### config.mk
export PLATFORM = sky130hd
export DESIGN_NAME = multicycle_core
export DESIGN_NICKNAME = d
export VERILOG_FILES = /design/src/rtl/multicycle_core.sv
export SDC_FILE = /design/constraint.sdc
export NUM_CORES = 1
export LEC_CHECK = 0
export CORE_MARGIN = 3
export CORE_UTILIZATION = 58
export CTS_BUF_LIST = sky130_fd_sc_hd__clkbuf_8
export CTS_CLUSTER_DIAMETER = 120
export DETAILED_ROUTE_END_ITERATION = 8
export PLACE_DENSITY = 0.79
export SLEW_MARGIN = 20
export SYNTH_ARGS = -nofsm -noshare
export SYNTH_HDL_FRONTEND = slang
export SYNTH_SLANG_ARGS = --single-unit
export TNS_END_PERCENT = 10
### constraint.sdc
create_clock -name clk -period 4.2 [get_ports clk]
set_input_delay 0.84 -clock clk [delete_from_list [all_inputs] [get_ports clk]]
set_output_delay 0.84 -clock clk [all_outputs]
set_load 0.01 [all_outputs]
### src/rtl/multicycle_core.sv
// multicycle_core: FETCH/DECODE/EXEC/MEM/WB core on one handshaked bus.
// Define CORE_BNE_EN to make op 000101 (bne) a legal branch.
module multicycle_core #(
  parameter int DATA_WIDTH = 16,
  parameter int PC_WIDTH = 32,
  parameter logic [PC_WIDTH-1:0] RESET_PC = '0
) (
  input  logic                clk,
  input  logic                rst,
  output logic                mem_req,
  output logic                mem_we,
  output logic [PC_WIDTH-1:0] mem_addr,
  output logic [31:0]         mem_wdata,
  input  logic                mem_ack,
  input  logic [31:0]         mem_rdata,
  output logic [PC_WIDTH-1:0] pc,
  output logic                retire,
  output logic                halted
);

  localparam logic [5:0] OP_R    = 6'b000000;
  localparam logic [5:0] OP_ADDI = 6'b001000;
  localparam logic [5:0] OP_LW   = 6'b100011;
  localparam logic [5:0] OP_SW   = 6'b101011;
  localparam logic [5:0] OP_BEQ  = 6'b000100;
  localparam logic [5:0] OP_J    = 6'b000010;
  localparam logic [5:0] F_ADD   = 6'b100000;
  localparam logic [5:0] F_SUB   = 6'b100010;
  localparam logic [5:0] F_AND   = 6'b100100;
  localparam logic [5:0] F_OR    = 6'b100101;
  localparam logic [5:0] F_SLT   = 6'b101010;
`ifdef CORE_BNE_EN
  localparam logic [5:0] OP_BNE  = 6'b000101;
`endif

  typedef enum logic [2:0] {
    S_FETCH, S_DECODE, S_EXEC, S_MEM, S_WB, S_HALT
  } state_t;

  state_t state, state_d;

  logic [31:0]           ir;
  logic [DATA_WIDTH-1:0] rf [32];
  logic [DATA_WIDTH-1:0] a_q, b_q, res_q;

  logic [5:0]  op, funct;
  logic [4:0]  rs, rt, rd, dst;
  logic [15:0] imm;
  logic [25:0] target;

  logic is_r, is_addi, is_lw, is_sw;
  logic is_beq, is_bne, is_j;
  logic r_ok, legal, ctl_flow, is_mem, take_br;
  logic accept;

  logic [DATA_WIDTH-1:0] imm_x, alu_y;
  logic [PC_WIDTH-1:0]   br_pc, j_pc, pc_nxt;

  logic                start, st_we, retire_d;
  logic [PC_WIDTH-1:0] st_addr;
  logic [31:0]         st_wd;

  assign op     = ir[31:26];
  assign rs     = ir[25:21];
  assign rt     = ir[20:16];
  assign rd     = ir[15:11];
  assign funct  = ir[5:0];
  assign imm    = ir[15:0];
  assign target = ir[25:0];
  assign accept = mem_req & mem_ack;
  assign halted = (state == S_HALT);

  // Opcode classification and legality of the latched instruction
  always_comb begin
    is_r    = (op == OP_R);
    is_addi = (op == OP_ADDI);
    is_lw   = (op == OP_LW);
    is_sw   = (op == OP_SW);
    is_beq  = (op == OP_BEQ);
    is_j    = (op == OP_J);
`ifdef CORE_BNE_EN
    is_bne  = (op == OP_BNE);
`else
    is_bne  = 1'b0;
`endif
    r_ok = (funct == F_ADD) || (funct == F_SUB) ||
           (funct == F_AND) || (funct == F_OR) ||
           (funct == F_SLT);
    legal = (is_r && r_ok) || is_addi || is_lw ||
            is_sw || is_beq || is_j || is_bne;
    ctl_flow = is_beq | is_bne | is_j;
    is_mem   = is_lw | is_sw;
    dst      = is_r ? rd : rt;
  end

  // ALU and next-PC computation on latched operands
  always_comb begin
    imm_x = DATA_WIDTH'($signed(imm));
    alu_y = a_q + imm_x;
    if (is_r) begin
      unique case (funct)
        F_SUB:   alu_y = a_q - b_q;
        F_AND:   alu_y = a_q & b_q;
        F_OR:    alu_y = a_q | b_q;
        F_SLT:   alu_y = DATA_WIDTH'($signed(a_q) < $signed(b_q));
        default: alu_y = a_q + b_q;
      endcase
    end
    take_br = (is_beq && (a_q == b_q)) ||
              (is_bne && (a_q != b_q));
    br_pc = pc + (take_br ? PC_WIDTH'($signed(imm)) : '0);
    j_pc = pc;
    j_pc[25:0] = target;
    pc_nxt = is_j ? j_pc : br_pc;
  end

  // State register
  always_ff @(posedge clk) begin
    if (rst) state <= S_FETCH;
    else     state <= state_d;
  end

  // Next state, bus launch and retire decisions
  always_comb begin
    state_d  = state;
    start    = 1'b0;
    st_we    = 1'b0;
    st_addr  = pc;
    st_wd    = '0;
    retire_d = 1'b0;
    unique case (state)
      S_FETCH: begin
        start = !mem_req;
        if (accept) state_d = S_DECODE;
      end
      S_DECODE: state_d = legal ? S_EXEC : S_HALT;
      S_EXEC: begin
        unique case (1'b1)
          ctl_flow: begin
            state_d  = S_FETCH;
            start    = 1'b1;
            st_addr  = pc_nxt;
            retire_d = 1'b1;
          end
          is_mem: begin
            state_d = S_MEM;
            start   = 1'b1;
            st_we   = is_sw;
            st_addr = PC_WIDTH'(alu_y);
            st_wd   = is_sw ? 32'(b_q) : '0;
          end
          default: state_d = S_WB;
        endcase
      end
      S_MEM: begin
        if (accept) begin
          if (is_lw) begin
            state_d = S_WB;
          end else begin
            state_d  = S_FETCH;
            start    = 1'b1;
            retire_d = 1'b1;
          end
        end
      end
      S_WB: begin
        state_d  = S_FETCH;
        start    = 1'b1;
        retire_d = 1'b1;
      end
      default: ;
    endcase
  end

  // Bus registers, PC, operand latches and register file
  always_ff @(posedge clk) begin
    if (rst) begin
      pc        <= RESET_PC;
      mem_req   <= 1'b0;
      mem_we    <= 1'b0;
      mem_addr  <= '0;
      mem_wdata <= '0;
      retire    <= 1'b0;
      ir        <= '0;
      a_q       <= '0;
      b_q       <= '0;
      res_q     <= '0;
      for (int i = 0; i < 32; i++) rf[i] <= '0;
    end else begin
      retire <= retire_d;
      if (start) begin
        mem_req   <= 1'b1;
        mem_we    <= st_we;
        mem_addr  <= st_addr;
        mem_wdata <= st_wd;
      end else if (accept) begin
        mem_req <= 1'b0;
      end
      if (state == S_FETCH && accept) begin
        ir <= mem_rdata;
        pc <= pc + PC_WIDTH'(1);
      end
      if (state == S_DECODE) begin
        a_q <= rf[rs];
        b_q <= rf[rt];
      end
      if (state == S_EXEC) begin
        res_q <= alu_y;
        if (ctl_flow) pc <= pc_nxt;
      end
      if (state == S_MEM && accept)
        res_q <= mem_rdata[DATA_WIDTH-1:0];
      if (state == S_WB && dst != 5'd0)
        rf[dst] <= res_q;
    end
  end

endmodule

Yosys cells after proc, flatten, opt, wreduce, memory -nomap -nowiden
Memories as Yosys holds them, arrays and structs flattened. A register that Yosys moved wholly into a read port is not among the register bits.
Cells that the tools add are included.
Widths: inputs -> output; s select.
{"block": "totals", "register_bits": 150, "latch_bits": 0, "ramBits": 512, "rom_bits": 0, "output_inout_bits": 100, "mem_count": 1}
{"memory": "rf", "depth": 32, "width": 16, "rd": 2, "rd_ports_with_merged_regs": 2, "write_ports": 32, "line": "43", "rtl": "logic [DATA_WIDTH-1:0] rf [32];"}
{"block": "classes", "add_sub_neg": 5, "mul": 0, "n_div": 0, "magnitude_cmp": 1, "eq_ne": 18, "shifts": 0, "n_mux": 39, "n_bitwise": 5, "reduce_logical": 24}
{"op": "$mux 32", "n": 6}
{"op": "$mux 16", "n": 7}
{"op": "$pmux 16 s4", "n": 1}
{"op": "$pmux 32 s2", "n": 1}
{"op": "$eq 6x6->1 const B", "n": 7}
{"op": "$add 16x16->16", "n": 2}
{"op": "$add 32x1->32 const B", "n": 1}
{"op": "$add 32x32->32", "n": 1}
{"op": "$and 16x16->16", "n": 1}
{"op": "$eq 16x16->1", "n": 1}
{"op": "$lt 16x16->1", "n": 1}
{"op": "$or 16x16->16", "n": 1}
{"op": "$reduce_or 16->1", "n": 1}
{"op": "$sub 16x16->16", "n": 1}
{"op": "$pmux 3 s5", "n": 1}
{"op": "$mux 1", "n": 14}
{"op": "$mux 3", "n": 4}
{"op": "$mux 5", "n": 2}
{"op": "$reduce_bool 5->1", "n": 2}
{"op": "$logic_or 1x1->1", "n": 9}
{"op": "$eq 3x2->1 const B", "n": 2}
{"op": "$eq 3x3->1 const B", "n": 2}
{"op": "$eq 6x2->1 const B", "n": 1}
{"op": "$eq 6x3->1 const B", "n": 1}
{"op": "15 further kinds", "n": 22}

Longest topological paths before layout
{"block": "depth", "depth_word": 13, "depth_mapped": 18, "mapped_depth_nobuf": 15}

Worst setup path before layout
OpenSTA, ideal clock, no wires.
{"block": "synth_timing", "path_type": "flip-flop to flip-flop", "startpoint": "register a_q[14], read port of rf", "endpoint": "register pc[24]", "setup_time_ns": 0.079, "t_arrival_ns": 4.080, "required_time_ns": 4.121, "path_slack_ns": 0.041, "stages_incl_launch_ff": 19, "path_buffers": 3, "synth_period_minus_slack_ns": 4.159, "cell_sequence": "dfxtp_1 inv_1 ha_1 clkbuf_1 nor3_1 and3_1 clkbuf_1 clkbuf_1 and3_1 ha_1 fa_1 a211oi_1 o211ai_1 and3_1 o21ai_2 nor2_1 o41a_1 a221o_1 a211oi_2"}
{"block": "synth_between", "elab_chain_cells": 7}
{"item": "from (decl)", "line": "44", "rtl": "logic [DATA_WIDTH-1:0] a_q, b_q, res_q;"}
{"item": "$eq 16x16->1", "line": "109", "rtl": "take_br = (is_beq && (a_q == b_q)) ||"}
{"item": "$logic_and 1x1->1", "line": "109"}
{"item": "$mux 32", "line": "111", "rtl": "br_pc = pc + (take_br ? PC_WIDTH'($signed(imm)) : '0);"}
{"item": "$add 32x32->32", "line": "111"}
{"item": "$mux 32", "line": "114", "rtl": "pc_nxt = is_j ? j_pc : br_pc;"}
{"item": "$mux 32", "line": "209", "rtl": "if (ctl_flow) pc <= pc_nxt;"}
{"item": "$mux 32", "line": "207", "rtl": "if (state == S_EXEC) begin"}
{"item": "to (signal assigned)", "line": "201", "rtl": "pc <= pc + PC_WIDTH'(1);"}
{"item": "to (signal assigned)", "line": "209"}
{"item": "to (decl)", "line": "16", "rtl": "output logic [PC_WIDTH-1:0] pc,"}
No other way between the ends.
A chain may end at the register's enable or synchronous reset.

Worst setup path in the final report
{"block": "layout_timing", "startpoint": "register a_q[1], read port of rf", "endpoint": "register mem_addr[30]"}
{"block": "layout_between", "elab_chain_cells": 7}
{"item": "$eq 16x16->1", "line": "109"}
{"item": "$logic_and 1x1->1", "line": "109"}
{"item": "$mux 32", "line": "111"}
{"item": "$add 32x32->32", "line": "111"}
{"item": "$mux 32", "line": "114"}
{"item": "$pmux 32 s2", "line": "138", "rtl": "unique case (1'b1)"}
{"item": "$mux 32", "line": "131", "rtl": "unique case (state)"}
{"item": "to (signal assigned)", "line": "194", "rtl": "mem_addr <= st_addr;"}
{"item": "to (decl)", "line": "12", "rtl": "output logic [PC_WIDTH-1:0] mem_addr,"}
No other way between the ends.

==> run_summary.xml <==
<?xml version="1.0" encoding="UTF-8"?>
<metrics>
  <group name="floorplan">
    <metric name="start_util" unit="%">59.1</metric>
    <metric name="floorplan.rows" unit="">94</metric>
    <metric name="core-area" unit="mm2">0.0665</metric>
    <metric name="floorplan.die.height" unit="um">266</metric>
    <metric name="fp.dieW" unit="um">266</metric>
    <metric name="design.portCount" unit="">135</metric>
    <metric name="dieArea" unit="mm2">0.0709</metric>
  </group>
  <group name="timing">
    <metric name="relSlewSlack" unit="%">24.3</metric>
    <metric name="report.final.hold_viol_count" unit="">0</metric>
    <metric name="fin_worst_hold_slack" unit="ns">0.484</metric>
    <metric name="finalSetupViolations" unit="">0</metric>
    <metric name="setup_slack" unit="ns">0.129</metric>
    <metric name="final_period_minus_worst_setup_slack" unit="ns">4.07</metric>
    <metric name="achievable-frequency" unit="GHz">0.246</metric>
    <metric name="finalClockSkew" unit="ns">0.0522</metric>
    <metric name="period_utilisation_layout" unit="%">96.9</metric>
    <metric name="timing_worst_slew_pin_value" unit="ns">1.13</metric>
    <metric name="max_slew_violation_count" unit="">0</metric>
    <metric name="rsz_0062_raised_after_global_routing" unit="">false</metric>
  </group>
  <group name="placed_design">
    <metric name="portBuffers" unit="">118</metric>
    <metric name="detailed_place_hpwl" unit="mm">88.6</metric>
    <metric name="post-place-ws" unit="ns">-0.0920</metric>
    <metric name="gp_congestion" unit="">1.00</metric>
  </group>
  <group name="critical_path">
    <metric name="cp_slowest_stage_delay" unit="ns">0.37</metric>
    <metric name="timing_worst_setup_path_type" unit="">reg2reg</metric>
    <metric name="crit_path_end_kind" unit="">register</metric>
    <metric name="worst-path-max-fanout" unit="">18</metric>
    <metric name="critical_path_buf_inv_count" unit="">3</metric>
    <metric name="timing.rr.start" unit="">a_q[1]$_SDFFE_PP0P_</metric>
    <metric name="crit-reg2reg-capture" unit="">mem_addr[30]$_SDFFE_PP0P_</metric>
    <metric name="worst_setup_path_start_kind" unit="">register</metric>
    <metric name="regToRegSetupSlack" unit="ns">0.13</metric>
    <metric name="critical_path.top_delay_family" unit="">simple AND/OR/NAND/NOR gates</metric>
    <metric name="cp_slowest_cell" unit="">sky130_fd_sc_hd__and3_4</metric>
    <metric name="critPathRequiredTime" unit="ns">4.85</metric>
    <metric name="critical_path_arrival" unit="ns">4.72</metric>
    <metric name="worstRegToRegCells" unit="">17</metric>
    <metric name="crit_chain" unit="">inv_1 &gt; ha_1 &gt; nor4b_2 &gt; and3_4 &gt; and3_1 &gt; ha_2 &gt; fa_2 &gt; a211oi_2 &gt; o211ai_1 &gt; and3_1 &gt; o21ai_2 &gt; buf_4 &gt; buf_4 &gt; and4_1 &gt; nor2_1 &gt; mux2_2 &gt; a31o_2</metric>
  </group>
  <group name="synthesis">
    <metric name="ys_seq_elements" unit="">678</metric>
    <metric name="ys_warn_count" unit="">0</metric>
    <metric name="avgSynthCellArea" unit="um2">12.1</metric>
    <metric name="synth.yosys.seq_area_share" unit="%">47.6</metric>
    <metric name="number_of_synthesized_flops_with_an_enable_pin" unit="">512</metric>
    <metric name="synthDistinctLibCells" unit="">92</metric>
    <metric name="synthesis.instances" unit="">3250</metric>
    <metric name="synthArstFlopShare" unit="%">0</metric>
    <metric name="synth_area" unit="mm2">0.0393</metric>
    <metric name="ys_dominant_reg_cell" unit="">sky130_fd_sc_hd__edfxtp_1</metric>
  </group>
  <group name="drt">
    <metric name="route.vias.total" unit="">30100</metric>
    <metric name="drt_first_iter_violations" unit="">4797</metric>
    <metric name="drcViolationCount" unit="">0</metric>
    <metric name="routed_via_density" unit="">6.89</metric>
    <metric name="routedWlPerCell" unit="um">29.0</metric>
    <metric name="detailedRoute.firstPassIterationCount" unit="">9</metric>
    <metric name="detail_route.wirelength" unit="mm">127</metric>
    <metric name="ant_nets" unit="">0</metric>
  </group>
  <group name="worst_hold_path">
    <metric name="min_delay_path_depth" unit="">2</metric>
    <metric name="hold_start" unit="">mem_addr[23]$_SDFFE_PP0P_</metric>
    <metric name="timing.hold.worst.class" unit="">reg2reg</metric>
    <metric name="whs_endpoint" unit="">mem_addr[23]$_SDFFE_PP0P_</metric>
  </group>
  <group name="outcome">
    <metric name="outcome" unit="">finished clean</metric>
  </group>
  <group name="clock_tree">
    <metric name="cts_made_buffers" unit="">112</metric>
    <metric name="clock_tree.root_cell" unit="">sky130_fd_sc_hd__clkbuf_8</metric>
    <metric name="cts_tree" unit="">yes</metric>
    <metric name="cts_htree_levels" unit="">3</metric>
    <metric name="clock_sink_count" unit="">678</metric>
    <metric name="clk_pin_slew" unit="ns">0.07</metric>
    <metric name="max-clock-path-buffers" unit="">3</metric>
    <metric name="worst_skew_pair.late_latency" unit="ns">0.76</metric>
  </group>
  <group name="grt">
    <metric name="first_global_vias" unit="">29300</metric>
    <metric name="grt_pass1_wl" unit="mm">188</metric>
    <metric name="grt_overflow_total" unit="">0</metric>
    <metric name="grt_max_degree" unit="">64</metric>
    <metric name="track_usage" unit="%">35.7</metric>
    <metric name="initial_antenna_violation_count" unit="">9</metric>
  </group>
  <group name="layout">
    <metric name="mostFrequentLayoutCell" unit="">sky130_fd_sc_hd__edfxtp_1</metric>
    <metric name="final_util" unit="%">66.8</metric>
    <metric name="final_net_count" unit="">3533</metric>
    <metric name="final_layout_size_suffix_gt1_share" unit="%">21.6</metric>
    <metric name="flow.area_growth_from_synthesis" unit="%">13.0</metric>
    <metric name="layout.cells.most_common_list" unit="">sky130_fd_sc_hd__edfxtp_1, sky130_fd_sc_hd__and2_1, sky130_fd_sc_hd__mux4_2, sky130_fd_sc_hd__nand2_1, sky130_fd_sc_hd__buf_4</metric>
    <metric name="n_fill_cell" unit="">4677</metric>
  </group>
  <group name="job">
    <metric name="maxCapViolations" unit="">0</metric>
  </group>
  <group name="pwr">
    <metric name="worst_ir_drop_vdd" unit="V">0.000287</metric>
    <metric name="cell_pwr_density" unit="mW/mm2">393</metric>
    <metric name="power_leakage" unit="nW">15.9</metric>
  </group>
</metrics>
## cell families after synthesis
kind of cell,count (synthesis),share of synthesized area [%]
compound gates,559,9.47
fa+ha+maj,83,2.72
flops,678,47.6
buf+inv,361,3.96
mux,352,19.2
simple gates,1166,16.0
xor+xnor,50,1.11
other cells,1,0.00955
## worst max path at each step
stage | cells after the start | endpoint | startpoint | slack [ns]
2_1_floorplan | 18 | pc[24]$_SDFF_PP0_ | a_q[14]$_SDFFE_PP0P_ | 0.04
3_3_place_gp | 15 | pc[23]$_SDFF_PP0_ | a_q[10]$_SDFFE_PP0P_ | 0.001
3_5_place_dp | 17 | pc[24]$_SDFF_PP0_ | b_q[5]$_SDFFE_PP0P_ | -0.09
4_1_cts | 17 | pc[24]$_SDFF_PP0_ | b_q[5]$_SDFFE_PP0P_ | 0.03
5_1_grt | 17 | pc[16]$_SDFF_PP0_ | a_q[1]$_SDFFE_PP0P_ | 0.004
6_report | 17 | mem_addr[30]$_SDFFE_PP0P_ | a_q[1]$_SDFFE_PP0P_ | 0.13
## repair_timing
action | CTS | global route
buffers inserted | 0 | 2
pin swaps | 0 | 10
setup endpoints to repair | 12 | 32
hold buffers | 0 | 0
resized for setup | 4 | 22
## through the flow
stage | total power, mW | instance area [um2] | instances | TNS, ns
after CTS | 17.3 | 44200 | 4371 | 0
after floorplan | 10.0 | 39400 | 3281 | 0
after global placement | 11.5 | 42000 | 4163 | 0
after global routing | 18.0 | 44400 | 4375 | 0
after detailed placement | 11.6 | 42000 | 4163 | -0.276
final | 17.4 | 44400 | 4377 | 0
## tightest hold or removal path, delay by kind of cell (launching register included)
family,cells,cell delay [ns]
AO/OA/AOI/OAI,1,0.06
AND/OR/NAND/NOR,1,0.07
flip-flops,1,0.31
## synthesized netlist by cell type (34+ instances only)
library cell               count  area [um2]
sky130_fd_sc_hd__a211oi_1     55         413
sky130_fd_sc_hd__a21oi_1     144         721
sky130_fd_sc_hd__and2_1      509        3180
sky130_fd_sc_hd__and3_1       34         213
sky130_fd_sc_hd__clkbuf_1    237         890
sky130_fd_sc_hd__dfxtp_1     166        3320
sky130_fd_sc_hd__edfxtp_1    512       15400
sky130_fd_sc_hd__ha_1         79         988
sky130_fd_sc_hd__inv_1        57         214
sky130_fd_sc_hd__mux4_2      320        7210
sky130_fd_sc_hd__nand2_1     213         800
sky130_fd_sc_hd__nand3_1      48         240
sky130_fd_sc_hd__nor2_1      198         743
sky130_fd_sc_hd__nor3_1       38         190
sky130_fd_sc_hd__o21ai_0     102         510
sky130_fd_sc_hd__xnor2_1      34         298
## where the power goes
part | switching, mW | leakage [nW] | internal [mW]
clock network | 2.82 | 1.28 | 3.01
registers | 0.288 | 6.63 | 7.51
logic | 2.27 | 8.01 | 1.55
total | 5.38 | 15.9 | 12.1
## cell type report
cell class                 count  area (um2)  share of cell area, %
inverter                      59         221                  0.499
tap                          864        1080                   2.44
clock inverter                89         567                   1.28
timing repair buffer         322        2830                   6.37
clock buffer                 119        1640                   3.69
antenna                        4        10.0                 0.0225
multi-input combinational   2242       19300                   43.5
sequential                   678       18700                   42.2
## routing by layer
layer | up-vias | wire length (um) | global-route usage, %
li1 | 12600 | - | -
met2 | 2304 | 58100 | 54.9
met3 | 353 | 16500 | 9.05
met5 | - | 50 | 0
met4 | 8 | 6620 | 17.0
met1 | 14900 | 45600 | 48.2
## flip-flops by register name (all words and copies together), names as in the netlist, 16 cells and up
| signal | flops |
|---|---|
| a_q | 16 |
| b_q | 16 |
| ir | 32 |
| mem_addr | 32 |
| mem_wdata | 16 |
| pc | 32 |
| res_q | 16 |
| rf | 512 |
No activity file was read; power rests on OpenSTA's default activity.
